===== config.mk =====
export PLATFORM = sky130hd
export DESIGN_NAME = c1_zone_decode_flat
export DESIGN_NICKNAME = d
export VERILOG_FILES = /design/src/rtl/c1_zone_decode_if.sv /design/src/rtl/c1_zone_decode.sv /design/src/flat_wrapper.sv
export SDC_FILE = /design/constraint.sdc
export NUM_CORES = 1
export LEC_CHECK = 0
export CAP_MARGIN = 20
export CORE_MARGIN = 8
export CORE_UTILIZATION = 42
export CTS_CLUSTER_SIZE = 8
export DETAILED_ROUTE_END_ITERATION = 10
export GPL_TIMING_DRIVEN = 0
export PLACE_DENSITY = 0.88
export SLEW_MARGIN = 30
export SYNTH_ARGS = -nofsm -noshare
export SYNTH_HDL_FRONTEND = slang
export SYNTH_SLANG_ARGS = --single-unit

===== constraint.sdc =====
create_clock -name CLK_68KCLK -period 1.7 [get_ports CLK_68KCLK]
set_input_delay 0.34 -clock CLK_68KCLK [delete_from_list [all_inputs] [get_ports CLK_68KCLK]]
set_output_delay 0.34 -clock CLK_68KCLK [all_outputs]
set_load 0.1 [all_outputs]

===== src/rtl/c1_zone_decode_if.sv =====
// 68k-side bus bundle for the C1 zone decoder: CPU address/strobe inputs,
// DTACK feedback from the wait generator, and the decoded zone outputs.
interface c1_zone_decode_if;
  logic [22:0] M68K_ADDR;
  logic        nAS;
  logic        M68K_RW;
  logic        nVEC;
  logic        nDTACK;
  logic        nROM_ZONE;
  logic        nWRAM_ZONE;
  logic        nPORT_ZONE;
  logic        nIO_ZONE;
  logic        nCARD_ZONE;
  logic        nSROM_ZONE;
  logic        nVALID;
  logic        nBERR;
  logic        LATCHED_RW;

  modport master (
    output M68K_ADDR, nAS, M68K_RW, nVEC, nDTACK,
    input  nROM_ZONE, nWRAM_ZONE, nPORT_ZONE, nIO_ZONE, nCARD_ZONE, nSROM_ZONE,
    input  nVALID, nBERR, LATCHED_RW
  );

  modport slave (
    input  M68K_ADDR, nAS, M68K_RW, nVEC, nDTACK,
    output nROM_ZONE, nWRAM_ZONE, nPORT_ZONE, nIO_ZONE, nCARD_ZONE, nSROM_ZONE,
    output nVALID, nBERR, LATCHED_RW
  );
endinterface


===== src/rtl/c1_zone_decode.sv =====
// C1 zone decoder: latches the 68k address at bus-cycle start, decodes it
// into active-low zone selects, and times out cycles lacking nDTACK.
module c1_zone_decode #(
  parameter int BERR_TIMEOUT = 64,
  parameter int CNT_W        = 7
) (
  input  logic              CLK_68KCLK,
  input  logic              RESET,
  c1_zone_decode_if.slave   bus
);

  typedef enum logic [1:0] {IDLE, ACTIVE, HOLD, ERROR} state_t;

  localparam logic [CNT_W:0] TMO = (CNT_W+1)'(BERR_TIMEOUT);

  // zone vector bit order: {ROM, WRAM, PORT, IO, CARD, SROM}, active low
  state_t           state_q, state_d;
  logic [CNT_W-1:0] wdog_q, wdog_d;
  logic [22:0]      addr_q, addr_d;
  logic             rw_q, rw_d;
  logic [5:0]       zone_q, zone_d;
  logic             nvalid_q, nvalid_d;
  logic             nberr_q, nberr_d;
  // set by reset: a strobe already low must be raised before a new cycle
  logic             wait_rise_q, wait_rise_d;
  logic [CNT_W:0]   wdog_inc;

  function automatic logic [5:0] decode(input logic [22:0] a, input logic nvec);
    logic [5:0] z;
    z = 6'b111111;
    case (a[22:19])
      4'h0: if (!nvec && a[22:6] == 17'd0) z[0] = 1'b0;
            else                          z[5] = 1'b0;
      4'h1: z[4] = 1'b0;
      4'h2: z[3] = 1'b0;
      4'h3: z[2] = 1'b0;
      4'h8, 4'h9, 4'hA, 4'hB: z[1] = 1'b0;
      4'hC: z[0] = 1'b0;
      default: ;
    endcase
    return z;
  endfunction

  assign wdog_inc = {1'b0, wdog_q} + 1'b1;

  // next-state and registered-output logic
  always_comb begin
    state_d     = state_q;
    wdog_d      = wdog_q;
    addr_d      = addr_q;
    rw_d        = rw_q;
    zone_d      = zone_q;
    nvalid_d    = nvalid_q;
    nberr_d     = nberr_q;
    wait_rise_d = wait_rise_q & ~bus.nAS;
    case (state_q)
      IDLE: begin
        if (!bus.nAS && !wait_rise_q) begin
          state_d  = ACTIVE;
          addr_d   = bus.M68K_ADDR;
          rw_d     = bus.M68K_RW;
          zone_d   = decode(bus.M68K_ADDR, bus.nVEC);
          nvalid_d = 1'b0;
          wdog_d   = '0;
        end
      end
      ACTIVE: begin
        if (bus.nAS) begin
          state_d = IDLE;
        end else if (!bus.nDTACK) begin
          state_d = HOLD;
        end else if (wdog_inc >= TMO) begin
          state_d = ERROR;
          nberr_d = 1'b0;
          wdog_d  = CNT_W'(BERR_TIMEOUT);
        end else begin
          wdog_d = wdog_inc[CNT_W-1:0];
        end
      end
      HOLD:    if (bus.nAS) state_d = IDLE;
      ERROR:   if (bus.nAS) state_d = IDLE;
      default: state_d = IDLE;
    endcase
    // any exit to IDLE releases every select in the same edge
    if (state_q != IDLE && state_d == IDLE) begin
      wdog_d   = '0;
      zone_d   = 6'b111111;
      nvalid_d = 1'b1;
      nberr_d  = 1'b1;
    end
  end

  // state and output registers with synchronous reset
  always_ff @(posedge CLK_68KCLK) begin
    if (RESET) begin
      state_q     <= IDLE;
      wdog_q      <= '0;
      addr_q      <= '0;
      rw_q        <= 1'b1;
      zone_q      <= 6'b111111;
      nvalid_q    <= 1'b1;
      nberr_q     <= 1'b1;
      wait_rise_q <= 1'b1;
    end else begin
      state_q     <= state_d;
      wdog_q      <= wdog_d;
      addr_q      <= addr_d;
      rw_q        <= rw_d;
      zone_q      <= zone_d;
      nvalid_q    <= nvalid_d;
      nberr_q     <= nberr_d;
      wait_rise_q <= wait_rise_d;
    end
  end

  assign bus.nROM_ZONE  = zone_q[5];
  assign bus.nWRAM_ZONE = zone_q[4];
  assign bus.nPORT_ZONE = zone_q[3];
  assign bus.nIO_ZONE   = zone_q[2];
  assign bus.nCARD_ZONE = zone_q[1];
  assign bus.nSROM_ZONE = zone_q[0];
  assign bus.nVALID     = nvalid_q;
  assign bus.nBERR      = nberr_q;
  assign bus.LATCHED_RW = rw_q;

endmodule


===== src/flat_wrapper.sv =====
// flat-port wrapper written by rule: the top's interface ports become plain ports
module c1_zone_decode_flat 
#(
  parameter int BERR_TIMEOUT = 64,
  parameter int CNT_W        = 7
)
  (CLK_68KCLK, RESET, bus_M68K_ADDR, bus_nAS, bus_M68K_RW, bus_nVEC, bus_nDTACK, bus_nROM_ZONE, bus_nWRAM_ZONE, bus_nPORT_ZONE, bus_nIO_ZONE, bus_nCARD_ZONE, bus_nSROM_ZONE, bus_nVALID, bus_nBERR, bus_LATCHED_RW);
  c1_zone_decode_if bus_i ();
  input  logic CLK_68KCLK;
  input  logic RESET;
  input wire logic [$bits(bus_i.M68K_ADDR)-1:0] bus_M68K_ADDR;
  input wire logic [$bits(bus_i.nAS)-1:0] bus_nAS;
  input wire logic [$bits(bus_i.M68K_RW)-1:0] bus_M68K_RW;
  input wire logic [$bits(bus_i.nVEC)-1:0] bus_nVEC;
  input wire logic [$bits(bus_i.nDTACK)-1:0] bus_nDTACK;
  output wire logic [$bits(bus_i.nROM_ZONE)-1:0] bus_nROM_ZONE;
  output wire logic [$bits(bus_i.nWRAM_ZONE)-1:0] bus_nWRAM_ZONE;
  output wire logic [$bits(bus_i.nPORT_ZONE)-1:0] bus_nPORT_ZONE;
  output wire logic [$bits(bus_i.nIO_ZONE)-1:0] bus_nIO_ZONE;
  output wire logic [$bits(bus_i.nCARD_ZONE)-1:0] bus_nCARD_ZONE;
  output wire logic [$bits(bus_i.nSROM_ZONE)-1:0] bus_nSROM_ZONE;
  output wire logic [$bits(bus_i.nVALID)-1:0] bus_nVALID;
  output wire logic [$bits(bus_i.nBERR)-1:0] bus_nBERR;
  output wire logic [$bits(bus_i.LATCHED_RW)-1:0] bus_LATCHED_RW;
  assign bus_i.M68K_ADDR = bus_M68K_ADDR;
  assign bus_i.nAS = bus_nAS;
  assign bus_i.M68K_RW = bus_M68K_RW;
  assign bus_i.nVEC = bus_nVEC;
  assign bus_i.nDTACK = bus_nDTACK;
  assign bus_nROM_ZONE = bus_i.nROM_ZONE;
  assign bus_nWRAM_ZONE = bus_i.nWRAM_ZONE;
  assign bus_nPORT_ZONE = bus_i.nPORT_ZONE;
  assign bus_nIO_ZONE = bus_i.nIO_ZONE;
  assign bus_nCARD_ZONE = bus_i.nCARD_ZONE;
  assign bus_nSROM_ZONE = bus_i.nSROM_ZONE;
  assign bus_nVALID = bus_i.nVALID;
  assign bus_nBERR = bus_i.nBERR;
  assign bus_LATCHED_RW = bus_i.LATCHED_RW;
  c1_zone_decode #(.BERR_TIMEOUT(BERR_TIMEOUT), .CNT_W(CNT_W)) u_core (.CLK_68KCLK(CLK_68KCLK), .RESET(RESET), .bus(bus_i));
endmodule

Yosys cells after proc, flatten, opt, wreduce, memory -nomap -nowiden
Cells that the tools add are included.
{"block": "op_classes", "mux": 19, "div_mod_pow": 0, "addsub": 1, "n_bitwise": 2, "n_shift": 0, "magnitude_cmp": 1, "reduce_logical": 18, "n_eq_ne": 14, "n_mul": 0}
{"operator": "7-bit two-way mux", "count": 4}
{"operator": "4-bit equality test (second input constant)", "count": 5}
{"operator": "17-bit logical NOT", "count": 1}
{"operator": "7-bit case mux with 2 select lines", "count": 1}
{"operator": "2-bit two-way mux", "count": 5}
{"operator": "7-bit by 1-bit adder with 8-bit output (second input constant)", "count": 1}
{"operator": "4-bit by 2-bit equality test with 1-bit output (second input constant)", "count": 2}
{"operator": "8-bit by 7-bit greater-or-equal comparator with 1-bit output (second input constant)", "count": 1}
{"operator": "4-bit AND reduction", "count": 2}
{"operator": "1-bit two-way mux", "count": 7}
{"operator": "2-bit case mux with 3 select lines", "count": 1}
{"operator": "2-bit equality test (second input constant)", "count": 2}
{"operator": "4-bit by 1-bit equality test with 1-bit output (second input constant)", "count": 1}
{"operator": "2-bit logical NOT", "count": 2}
{"operator": "4-bit logical NOT", "count": 1}
{"operator": "2-bit != test (second input constant)", "count": 2}
{"operator": "2-bit nonzero test", "count": 2}
{"operator": "2-bit OR reduction", "count": 2}
{"operator": "4-bit OR reduction", "count": 1}
{"operator": "1-bit logical AND", "count": 3}
{"operator": "1-bit logical NOT", "count": 3}
{"operator": "2-bit by 1-bit equality test with 1-bit output (second input constant)", "count": 1}
{"operator": "2-bit by 1-bit != test with 1-bit output (second input constant)", "count": 1}
{"operator": "1-bit case mux with 2 select lines", "count": 1}
{"operator": "3 further kinds", "count": 3}
{"block": "word_totals", "romBits": 0, "ramBits": 0, "memories": 0, "word_cells": 62, "reg_bits": 19, "inputBits": 29, "latchBits": 0}

Longest topological paths before layout
Gate-level depths: netlist (run 1).
{"block": "depth", "ltp_word": 9, "ltp_mapped": 7}

Least setup slack after synthesis (run 1)
No wires, ideal clock.
{"block": "synth_path", "path_kind": "flip-flop to flip-flop", "start": "reg u_core.wdog_q[0]", "end": "reg u_core.wdog_q[3]", "t_arrival_ns": 1.467, "path_buffers": 2, "synth_period_minus_slack_ns": 1.595, "stages_incl_launch_ff": 8, "slack_ns": 0.105, "required_time_ns": 1.572, "cell_sequence": "dfxtp_1 ha_1 and3_1 buf_2 and4_1 buf_2 o311ai_1 a21oi_1"}
{"block": "synth_via", "elab_chain_len": 9, "elab_cells_between_ends": 13, "cone_classes": "add/sub (1); order compare (1); mux (8); reduce/logical (3)"}
{"element": "from (decl)", "line_no": "c1_zone_decode.sv:18", "source": "logic [CNT_W-1:0] wdog_q, wdog_d;"}
{"element": "from (signal assigned)", "line_no": "c1_zone_decode.sv:106", "source": "wdog_q <= wdog_d;"}
{"element": "7-bit by 1-bit adder with 8-bit output (*)", "line_no": "c1_zone_decode.sv:44", "source": "assign wdog_inc = {1'b0, wdog_q} + 1'b1;"}
{"element": "8-bit by 7-bit greater-or-equal comparator with 1-bit output", "line_no": "c1_zone_decode.sv:72", "source": "end else if (wdog_inc >= TMO) begin"}
{"element": "2-bit two-way mux", "line_no": "c1_zone_decode.sv:72"}
{"element": "2-bit two-way mux", "line_no": "c1_zone_decode.sv:70", "source": "end else if (!bus.nDTACK) begin"}
{"element": "2-bit two-way mux", "line_no": "c1_zone_decode.sv:68", "source": "if (bus.nAS) begin"}
{"element": "2-bit case mux with 3 select lines", "line_no": "c1_zone_decode.sv:56", "source": "case (state_q)"}
{"element": "2-bit logical NOT", "line_no": "c1_zone_decode.sv:85", "source": "if (state_q != IDLE && state_d == IDLE) begin"}
{"element": "1-bit logical AND", "line_no": "c1_zone_decode.sv:85"}
{"element": "2-bit OR reduction (no source line)"}
Mark *: on every way between the ends. The rest lies on a longest branch, timed or not. The select of a mux whose other input is x is not followed.
A chain may end at the register's enable or synchronous reset.

Worst setup path after layout (run 1)
{"block": "layout_path", "start": "reg u_core.wdog_q[1]", "end": "reg u_core.wdog_q[3]"}
The elaborated chain is that of the path after synthesis.

==> results of run 1 <==
[sequential cells by signal, indices dropped and copies added, names as in the netlist]
name,cells
u_core.bus.LATCHED_RW,1
u_core.bus.nBERR,1
u_core.bus.nVALID,1
u_core.state_q,2
u_core.wait_rise_q,1
u_core.wdog_q,7
u_core.zone_q,6
[worst max-delay path, delay by kind of cell, from the launching register on]
| kind | cells | cell delay (ns) |
|---|---|---|
| and+or+nand+nor | 2 | 0.36 |
| DFF | 1 | 0.35 |
| buffers and inverters | 2 | 0.32 |
| AOI/OAI and AO/OA | 2 | 0.30 |
| adders and majority gates | 1 | 0.18 |
[per-layer routing]
| metal | up-vias | routed length, µm |
|---|---|---|
| li1 | 495 | - |
| met5 | - | 0 |
| met2 | 32 | 1141 |
| met1 | 461 | 1057 |
| met4 | 0 | 30 |
| met3 | 5 | 240 |
[per-stage QoR]
| step | hold slack, ns | setup TNS, ns |
|---|---|---|
| after global placement | 0.4366 | -1.068 |
| after global routing | 0.3060 | 0 |
| final | 0.2958 | 0 |
| after floorplan | 0.4164 | 0 |
| after detailed placement | 0.4359 | -1.180 |
| after CTS | 0.2954 | 0 |
[worst paths after layout]
| check | cells past startpoint | slack [ns] | endpoint | from |
|---|---|---|---|---|
| max | 7 | 0.1 | u_core.wdog_q[3] | u_core.wdog_q[1] |
| max reg2reg | 7 | 0.1 | u_core.wdog_q[3] | u_core.wdog_q[1] |
| min | 2 | 0.30 | u_core.state_q[0] | bus_nAS |
| min reg2reg | 2 | 0.45 | u_core.bus.nVALID | u_core.bus.nVALID |
[cells in the mapped netlist, drive strengths merged (2+ instances only)]
cell type	n	area share (%)
nand4	2	1.3
o21ai	8	4.3
and4	2	1.9
nor4	4	2.7
o22ai	2	1.3
dfxtp	19	41
and3	2	1.3
nand2	17	6.8
a21o	2	1.6
nor2	6	2.4
o211ai	3	2.4
o221ai	2	1.9
clkbuf	3	1.2
nor3	3	2.1
nor2b	5	3.3
inv	4	1.6
buf	5	2.7
a21boi	2	1.6
nand3b	2	1.6
a21oi	6	3.2
nand3	5	2.7
[final cells by class]
type / instances / area share [%]
Buffer: 8 / 3.041
Clock buffer: 3 / 1.659
Tap cell: 28 / 2.581
Multi-Input combinational cell: 86 / 39.54
Sequential cell: 19 / 28.20
Inverter: 4 / 1.106
Timing Repair Buffer: 31 / 23.50
Clock inverter: 1 / 0.3687
[timing repair]
action | in CTS | in global routing
gates resized for setup | 29 | 8
pin swaps | 1 | 2
endpoints found under the setup margin | 13 | 5
buffers inserted | 0 | 1
[cell usage in the layout, fill, tap and decap left out, types with 2 or more instances in the layout]
cell type        instances
nand3_1                  5
o211ai_1                 3
o21ai_0                  7
nor2b_1                  5
a21boi_0                 2
dfxtp_1                 17
buf_2                    3
clkdlybuf4s15_2          9
nand2_1                 17
a21o_1                   2
a21oi_1                  6
inv_1                    4
clkbuf_4                 4
nor4_1                   4
dfxtp_2                  2
nand4_1                  2
clkbuf_1                 3
clkdlybuf4s50_1         21
nor3_1                   2
nor2_1                   6
o22ai_1                  2
nand3b_1                 2
and4_1                   2
buf_4                    2
and3_1                   2
[cell families (layout without fill, tap and decap cells)]
group | count (synthesis) | after routing
AO/OA/AOI/OAI | 32 | 32
XOR/XNOR | 1 | 1
adder cells (fa/ha/maj) | 1 | 1
buffers and inverters | 12 | 47
flip-flops | 19 | 19
AND/OR/NAND/NOR | 52 | 52
[power by group through the flow]
stage / Clock [µW] / Sequential, µW / Combinational [µW]
floorplan: 0 / 503 / 42.0
global placement: 0 / 470 / 146
detailed placement: 0 / 470 / 149
CTS: 237 / 460 / 148
global route: 255 / 461 / 158
finish: 231 / 460 / 149
==> run_results.csv, run 1 <==
group,metric,value,unit
drt,vias_per_cell,5.517,
grt,antenna_found_initial,0,
synthesis,ys_types,36,
sta,hold_violations,0,
power,clkPwrFrac,27.5,%
die,dieArea,3999,µm²
grt,grtUsageTotal,12.07,%
critical_path,slowest_stage,"dfxtp_2",
power,power,839.8,µW
synthesis,yosysSeqAreaShare,40.59,%
clocking,cts_root_buf,"clkbuf_4",
power,p_sw_share,27.46,%
sta,drv_slew,0,
clocking,cts-htree-levels,1,
worst_hold_path,hold_class,"primary input to flop",
synthesis,synth_edf_count,0,
placement,place_ws,-0.1676,ns
sta,tightest_slew,0.5556,ns
power,cellLeakagePower,0.0004992,µW
cells_and_area,layout.cells.non_filler,180,
synthesis,synth_seq_cells,19,
sta,slew_headroom,63.13,%
grt,met1_usage,12.93,%
synthesis,syn_nets,147,
synthesis,yosys.area_share.xor_xnor,0.9346,%
grt,grt_max_degree,12,
grt,top_usage_layer,"met2",
critical_path,slowest_delay,0.35,ns
power,power.density,618.6,nW/µm²
clocking,cts_hold_buf,0,
outcome,status,"completed",
synthesis,synth_top_family_by_area,"simple AND/OR/NAND/NOR gates",
die,core,2170,µm²
drt,antenna_left,0,
synthesis,syn-cell-area,937.1,µm²
clocking,cts.clk_slew.worst_paths,0.12,ns
clocking,cts_tree,"built",
power,p_switching,230.6,µW
critical_path,cp_max_fo,7,
power,p_int,609.2,µW
critical_path,startpoint_type,"flop",
synthesis,synth_cells,117,
placement,globalplace.congestion,0.8573,
critical_path,critPathKind,"flop to flop",
clocking,clk_latency,0.30,ns
grt,grt_pass1_wl,4071,µm
clocking,cts_made_buffers,3,
critical_path,worstPathCellList,"ha_2, and3_1, buf_4, and4_1, clkbuf_4, o311ai_2, a21oi_1",
critical_path,endpoint_kind,"flop",
placement,dp_hpwl,1926,µm
cells_and_area,multi_input_area,536.8,µm²
synthesis,synth-compound-area-share,22.56,%
drt,routed-via-count,993,
sta,setup_viol,0,
placement,placedInstanceArea,1272,µm²
cells_and_area,final_area,1358,µm²
synthesis,synth_mux_area_share,0,%
die,initial_utilization,43.19,%
cells_and_area,areaGrowthSynthToFinish,44.86,%
clocking,clockBufferDepth,2,
sta,fmax,624.7,MHz
placement,io_buffers,30,
drt,drt_iter0_markers,39,
grt,met3_usage,6.184,%
grt,met2_usage,19.59,%
drt,wire_per_inst,13.72,µm
run,cap_violations,0,
sta,finalCritPeriodShare,94.17,%
drt,totalWireLength,2470,µm
die,ioPinCount,38,
power,pwr-share-seq,54.8,%
synthesis,ys_warn_count,0,
die,die_w,63.24,µm
critical_path,cp.arrival,1.80,ns
sta,skew,0.01227,ns
drt,drc_errors,0,
synthesis,synthArstFlopShare,0,%
synthesis,yosys.area_share.adder,1.335,%
die,die_y,63.24,µm
synthesis,avgSynthCellArea,8.010,µm²
cells_and_area,final_nets,183,
power,vdd_ir_drop_max,0.4102,mV
cells_and_area,n_antenna_cell,0,
synthesis,synth-simple-area-share,29.11,%
grt,grt_pass1_vias,973,
synthesis,synthFlopType,"dfxtp_1",
clocking,cts_num_sinks,19,
drt,first_pass_iters,6,
cells_and_area,layout-drive-gt1-share,17.76,%
critical_path,cp.required,1.90,ns
die,num_rows,17,
grt,gr-total-overflow,0,
cells_and_area,fill_cells,208,
sta,worst_slack,0.09914,ns
placement,post-place-cells,175,
sta,period_needed,1.601,ns
cells_and_area,final-seq-area,382.9,µm²
sta,rsz0062_at_grt,"false",
cells_and_area,post-route-util,62.57,%
power,pwr-share-comb,17.7,%
(Power assumes the default switching activity.)
==> inputs of run 2 (changes only) <==
--- a/config.mk
+++ b/config.mk
@@ -5,13 +5,14 @@
 export SDC_FILE = /design/constraint.sdc
 export NUM_CORES = 1
 export LEC_CHECK = 0
+export ABC_AREA = 1
 export CAP_MARGIN = 20
 export CORE_MARGIN = 8
-export CORE_UTILIZATION = 42
+export CORE_UTILIZATION = 41
 export CTS_CLUSTER_SIZE = 8
 export DETAILED_ROUTE_END_ITERATION = 10
 export GPL_TIMING_DRIVEN = 0
-export PLACE_DENSITY = 0.88
+export PLACE_DENSITY = 0.87
 export SLEW_MARGIN = 30
 export SYNTH_ARGS = -nofsm -noshare
 export SYNTH_HDL_FRONTEND = slang
==> run_results.csv, run 2 <==
group,metric,value,unit
synthesis,synthTopCellsByArea,"dfxtp_1, nand2_1, a21oi_1",
worst_hold_path,hold_class,"flop to flop",
die,die_y,63.30,µm
synthesis,ys_types,23,
critical_path,endpoint_kind,"output port",
sta,fmax,630.9,MHz
grt,grt_pass1_wl,3946,µm
cells_and_area,post-route-util,60.38,%
power,pwr-share-seq,52.7,%
worst_hold_path,worstHoldStart,"u_core.bus.nBERR",
die,dieArea,4006,µm²
grt,grtUsageTotal,11.69,%
power,vdd_ir_drop_max,0.6017,mV
critical_path,critPathBufInv,1,
power,cellLeakagePower,0.0005527,µW
clocking,cts_made_buffers,3,
cells_and_area,final_nets,194,
cells_and_area,n_antenna_cell,0,
power,pwr-share-comb,21.0,%
die,ioPinCount,38,
grt,gr-total-overflow,0,
power,p_sw_share,29.79,%
power,clkPwrFrac,26.3,%
clocking,cts_num_sinks,19,
synthesis,synth.most_common_cell,"nand2_1",
synthesis,synth_cells,128,
critical_path,startpoint_type,"flop",
critical_path,slowest_delay,0.57,ns
grt,antenna_found_initial,0,
clocking,cts_hold_buf,0,
drt,wire_per_inst,12.07,µm
critical_path,rr_startpoint,"u_core.wdog_q[1]",
cells_and_area,largest_reg_flops,7,
drt,drt_iter0_markers,17,
placement,globalplace.congestion,0.7811,
sta,setup_viol,0,
synthesis,synth_largest_area_cell,"dfxtp_1",
placement,io_buffers,31,
cells_and_area,fill_cells,210,
outcome,status,"completed",
synthesis,syn_nets,158,
grt,grt_max_degree,12,
synthesis,synth_top_area_share,41.47,%
die,num_rows,17,
critical_path,crit_family,"buffers and inverters",
synthesis,syn-cell-area,917.1,µm²
power,power,878.5,µW
cells_and_area,layout-drive-gt1-share,15.95,%
cells_and_area,areaGrowthSynthToFinish,42.84,%
synthesis,synthArstFlopShare,0,%
clocking,clockBufferDepth,2,
sta,hold_ws,0.4648,ns
die,die_w,63.30,µm
placement,dp_hpwl,1874,µm
clocking,cts_tree,"built",
critical_path,worstPathCellList,"clkdlybuf4s15_2",
clocking,clk_latency,0.30,ns
power,p_int,616.8,µW
synthesis,synthFlopType,"dfxtp_1",
synthesis,ys_top_cells_by_count,"nand2_1, dfxtp_1, a21oi_1, nor2_1, inv_1",
drt,routed-via-count,957,
power,p_switching,261.7,µW
synthesis,ys_warn_count,0,
sta,tns,0,ns
cells_and_area,top_register,"u_core.wdog_q",
sta,drv_slew,0,
critical_path,crit_start,"u_core.zone_q[4]",
cells_and_area,final_common_cell,"nand2_1",
sta,skew,0.002854,ns
cells_and_area,biggestRegsByFlops,"u_core.wdog_q (7), u_core.zone_q (6), u_core.state_q (2)",
grt,grt_pass1_vias,1022,
sta,finalCritPeriodShare,93.24,%
die,core,2170,µm²
cells_and_area,final_cell_mix,"nand2_1, clkdlybuf4s50_1, dfxtp_1, nor2_1, a21oi_1",
drt,antenna_left,0,
clocking,cts_root_buf,"clkbuf_4",
critical_path,cp_max_fo,2,
run,cap_violations,0,
synthesis,synth_seq_cells,19,
critical_path,cp.required,1.36,ns
sta,hold_violations,0,
sta,period_needed,1.585,ns
drt,drc_errors,0,
critical_path,cp.arrival,1.25,ns
clocking,cts.clk_slew.worst_paths,0.11,ns
sta,slew_headroom,62.69,%
drt,totalWireLength,2305,µm
drt,first_pass_iters,4,
synthesis,yosysSeqAreaShare,41.47,%
synthesis,avgSynthCellArea,7.165,µm²
die,initial_utilization,42.27,%
critical_path,critPathKind,"flop to output port",
power,power.density,670.6,nW/µm²
critical_path,slowest_stage,"clkdlybuf4s15_2",
synthesis,synth_edf_count,0,
clocking,cts-htree-levels,1,
sta,tightest_slew,0.5623,ns
drt,vias_per_cell,5.010,
## run 2: cell count changes in the layout (fill, tap and decap cells not counted), sizes merged, moves of 4 or more
cell    delta
nor2       +7
buf        -5
a21oi      +8
clkbuf     -4
inv        +8
nor2b      -5
o21ai      -6
nand2     +23
nand3      +4
## run 2: power by group through the flow
| stage | clock [µW] | sequential, µW | combinational, µW |
|---|---|---|---|
| after global routing | 252 | 465 | 198 |
| after floorplan | 0 | 526 | 51.1 |
| after detailed placement | 0 | 473 | 187 |
| final | 231 | 463 | 184 |
| after CTS | 234 | 463 | 185 |
| after global placement | 0 | 472 | 182 |
## run 2: path summary, 6_finish.rpt
check | end | slack, ns | cells past startpoint
max | bus_nWRAM_ZONE | 0.11 | 1
min | u_core.bus.nBERR | 0.46 | 2
max reg2reg | u_core.zone_q[2] | 0.15 | 10
min reg2reg | u_core.bus.nBERR | 0.46 | 2
## run 2: timing repair
action	in CTS	in global routing
cloned	0	0
gates resized for setup	27	3
endpoints found under the hold margin	0	0
buffers inserted	0	0
endpoints found under the setup margin	9	8
## run 2: metal layers
| layer | GRT usage (%) | share of wire, % | vias up |
|---|---|---|---|
| met3 | 8.834 | 12 | 0 |
| met4 | 1.950 | 0 | 0 |
| met1 | 10.64 | 40 | 434 |
| met2 | 20.61 | 48 | 33 |
| li1 | - | - | 490 |
| met5 | 0 | 0 | - |
## run 2: final cells by class
class / count / area [µm²] / area share, %
inverter: 12 / 45.04 / 3.438
clock buffer: 3 / 22.52 / 1.719
timing repair buffer: 31 / 321.6 / 24.55
clock inverter: 1 / 5.005 / 0.3820
multi-input combinational: 97 / 499.2 / 38.11
sequential: 19 / 381.6 / 29.13
tap: 28 / 35.03 / 2.674
## run 2: kinds of logic after synthesis
group                    share of synthesized area (%)
AND/OR/NAND/NOR                                  35.20
AO/OA/AOI/OAI                                    13.23
flip-flops                                       41.47
buffers and inverters                            4.911
XOR/XNOR                                         3.821
adder cells (fa/ha/maj)                          1.364
## run 2: metrics by stage
stage	setup slack (ns)	cell area, µm²	instances
after global routing	-0.0002061	1310	191
after CTS	0.1000	1301	191
after detailed placement	-0.1824	1262	187
final	0.1149	1310	191
after floorplan	0.3201	917.1	128
after global placement	-0.1150	1262	187
==> inputs of run 3 (changes only) <==
--- a/config.mk
+++ b/config.mk
@@ -6,8 +6,7 @@
 export NUM_CORES = 1
 export LEC_CHECK = 0
 export ABC_AREA = 1
-export CAP_MARGIN = 20
-export CORE_MARGIN = 8
+export CORE_MARGIN = 4
 export CORE_UTILIZATION = 41
 export CTS_CLUSTER_SIZE = 8
 export DETAILED_ROUTE_END_ITERATION = 10
==> run_results.csv, run 3 (synthesized netlist as in run 2, its figures left out) <==
group,metric,value,unit
worst_hold_path,hold_path_depth,2,
critical_path,slowest_delay,0.37,ns
outcome,status,"completed",
die,die_y,55.30,µm
critical_path,startpoint_type,"flop",
grt,gr-total-overflow,0,
critical_path,rr_startpoint,"u_core.wdog_q[1]",
die,core,2042,µm²
cells_and_area,biggestRegsByFlops,"u_core.wdog_q (7), u_core.zone_q (6), u_core.state_q (2)",
sta,slew_headroom,63.54,%
clocking,cts_num_sinks,19,
clocking,clockBufferDepth,2,
grt,grt_max_degree,11,
critical_path,reg2regPathDepth,10,
grt,grt_pass1_wl,3905,µm
drt,drt_iter0_markers,18,
clocking,clk_latency,0.29,ns
cells_and_area,final_common_cell,"nand2_1",
sta,tightest_slew,0.5495,ns
cells_and_area,areaGrowthSynthToFinish,42.56,%
drt,antenna_left,0,
clocking,cts_hold_buf,0,
drt,routed-via-count,955,
sta,fmax,629.5,MHz
sta,skew,0.005519,ns
die,num_rows,16,
critical_path,worstPathCellList,"ha_2, nand3_1, nor2_1, nand2_1, nand3_1, nand2_1, nand2_1, nand2_4, nand2_4, nand2_1",
critical_path,cp.required,1.89,ns
clocking,cts_made_buffers,3,
drt,wire_per_inst,11.99,µm
power,pwr-share-comb,21.1,%
power,power.density,668.3,nW/µm²
sta,worst_slack,0.1115,ns
clocking,cts.clk_slew.worst_paths,0.11,ns
sta,finalCritPeriodShare,93.44,%
critical_path,crit_family,"simple AND/OR/NAND/NOR gates",
critical_path,reg2reg_slack,0.11,ns
sta,hold_violations,0,
die,initial_utilization,44.91,%
cells_and_area,fill_cells,178,
grt,grtUsageTotal,15.41,%
power,p_int,620.3,µW
cells_and_area,largest_reg_flops,7,
critical_path,slowest_stage,"dfxtp_1",
clocking,cts_root_buf,"clkbuf_4",
placement,place_ws,-0.1924,ns
placement,dp_hpwl,1857,µm
critical_path,critPathBufInv,0,
cells_and_area,final_nets,194,
cells_and_area,n_antenna_cell,0,
power,cellLeakagePower,0.0005500,µW
clocking,postCtsSetupRepairBufs,0,
drt,vias_per_cell,5.026,
cells_and_area,top_register,"u_core.wdog_q",
critical_path,critPathKind,"flop to flop",
die,ioPinCount,38,
drt,totalWireLength,2278,µm
grt,grt_pass1_vias,943,
power,p_switching,253.5,µW
run,cap_violations,0,
sta,period_needed,1.589,ns
drt,first_pass_iters,4,
critical_path,endpoint_kind,"flop",
sta,rsz0062_at_grt,"false",
power,p_sw_share,29.01,%
placement,io_buffers,31,
cells_and_area,layout-drive-gt1-share,15.34,%
cells_and_area,final_cell_mix,"nand2_1, clkdlybuf4s50_1, dfxtp_1, nor2_1, a21oi_1",
drt,drc_errors,0,
clocking,cts-htree-levels,1,
worst_hold_path,worstHoldEndpoint,"u_core.bus.nBERR",
critical_path,cp.arrival,1.78,ns
power,pwr-share-seq,53.0,%
clocking,cts_tree,"built",
worst_hold_path,worstHoldStart,"u_core.bus.nBERR",
cells_and_area,post-route-util,64.03,%
critical_path,cp_max_fo,9,
placement,globalplace.congestion,0.8347,
critical_path,crit_top_cell,"nand2_1",
power,clkPwrFrac,25.9,%
sta,drv_slew,0,
die,dieArea,3058,µm²
sta,setup_viol,0,
sta,hold_ws,0.4605,ns
die,die_w,55.30,µm
critical_path,rr_endpoint,"u_core.zone_q[0]",
power,vdd_ir_drop_max,0.5768,mV
worst_hold_path,hold_class,"flop to flop",
grt,antenna_found_initial,0,
==> run 3: cell count changes in the layout (fill, tap and decap cells not counted), sizes merged <==
cell	previous run	this run
clkbuf	3	4
clkinv	1	0
==> run 3: cell type report <==
class	instances	area, µm²	area share [%]
multi-input cells	97	499.2	38.18
flip-flops and latches	19	381.6	29.19
repair buffers	31	321.6	24.59
inverters	12	45.04	3.445
well taps	27	33.78	2.584
clock buffers	4	26.28	2.010
==> run 3: routing by layer <==
layer  vias up  share of wire, %  global-route usage, %  wire, µm
li1        490                 -                      -         -
met1       447                42                  16.33       948
met2        14                55                  30.74      1256
met3         4               1.6                 0.9324        36
met4         0               1.6                  6.250        36
met5         -                 0                      0         0
==> run 3: worst reg2reg max path, cell delays in order, from the launching register on <==
cell and delay, ns:
dfxtp_1 0.37, ha_2 0.21, nand3_1 0.12, nor2_1 0.11, nand2_1 0.10, nand3_1 0.11, nand2_1 0.06, nand2_1 0.10
nand2_4 0.10, nand2_4 0.13, nand2_1 0.07
==> run 3: worst max-delay path by stage <==
stage / startpoint / endpoint / cells after the start
4_1_cts: u_core.wdog_q[0] / u_core.zone_q[3] / 10
3_3_place_gp: bus_nAS / u_core.wdog_q[5] / 7
3_5_place_dp: bus_nAS / u_core.wdog_q[5] / 7
2_1_floorplan: u_core.wdog_q[0] / u_core.zone_q[0] / 10
6_report: u_core.wdog_q[1] / u_core.zone_q[0] / 10
5_1_grt: u_core.wdog_q[1] / u_core.bus.nBERR / 10
==> run 3: power by group through the flow <==
stage / Combinational, µW / Sequential, µW / Clock [µW]
floorplan: 51.1 / 526 / 0
global placement: 182 / 473 / 0
detailed placement: 187 / 473 / 0
CTS: 185 / 463 / 232
global route: 198 / 465 / 248
finish: 185 / 463 / 226
==> run 3: stage by stage <==
stage	std cells	total power, µW	area (µm²)	TNS (ns)
finish	190	873.8	1308	0
global placement	186	655.0	1261	-2.210
global route	190	910.9	1308	0
floorplan	128	577.2	917.1	0
detailed placement	186	660.0	1261	-3.312
CTS	190	880.2	1299	0
==> run 3: what timing repair did <==
action	in CTS	in global routing
setup endpoints to repair	9	11
endpoints found under the hold margin	0	0
gates resized for setup	27	3
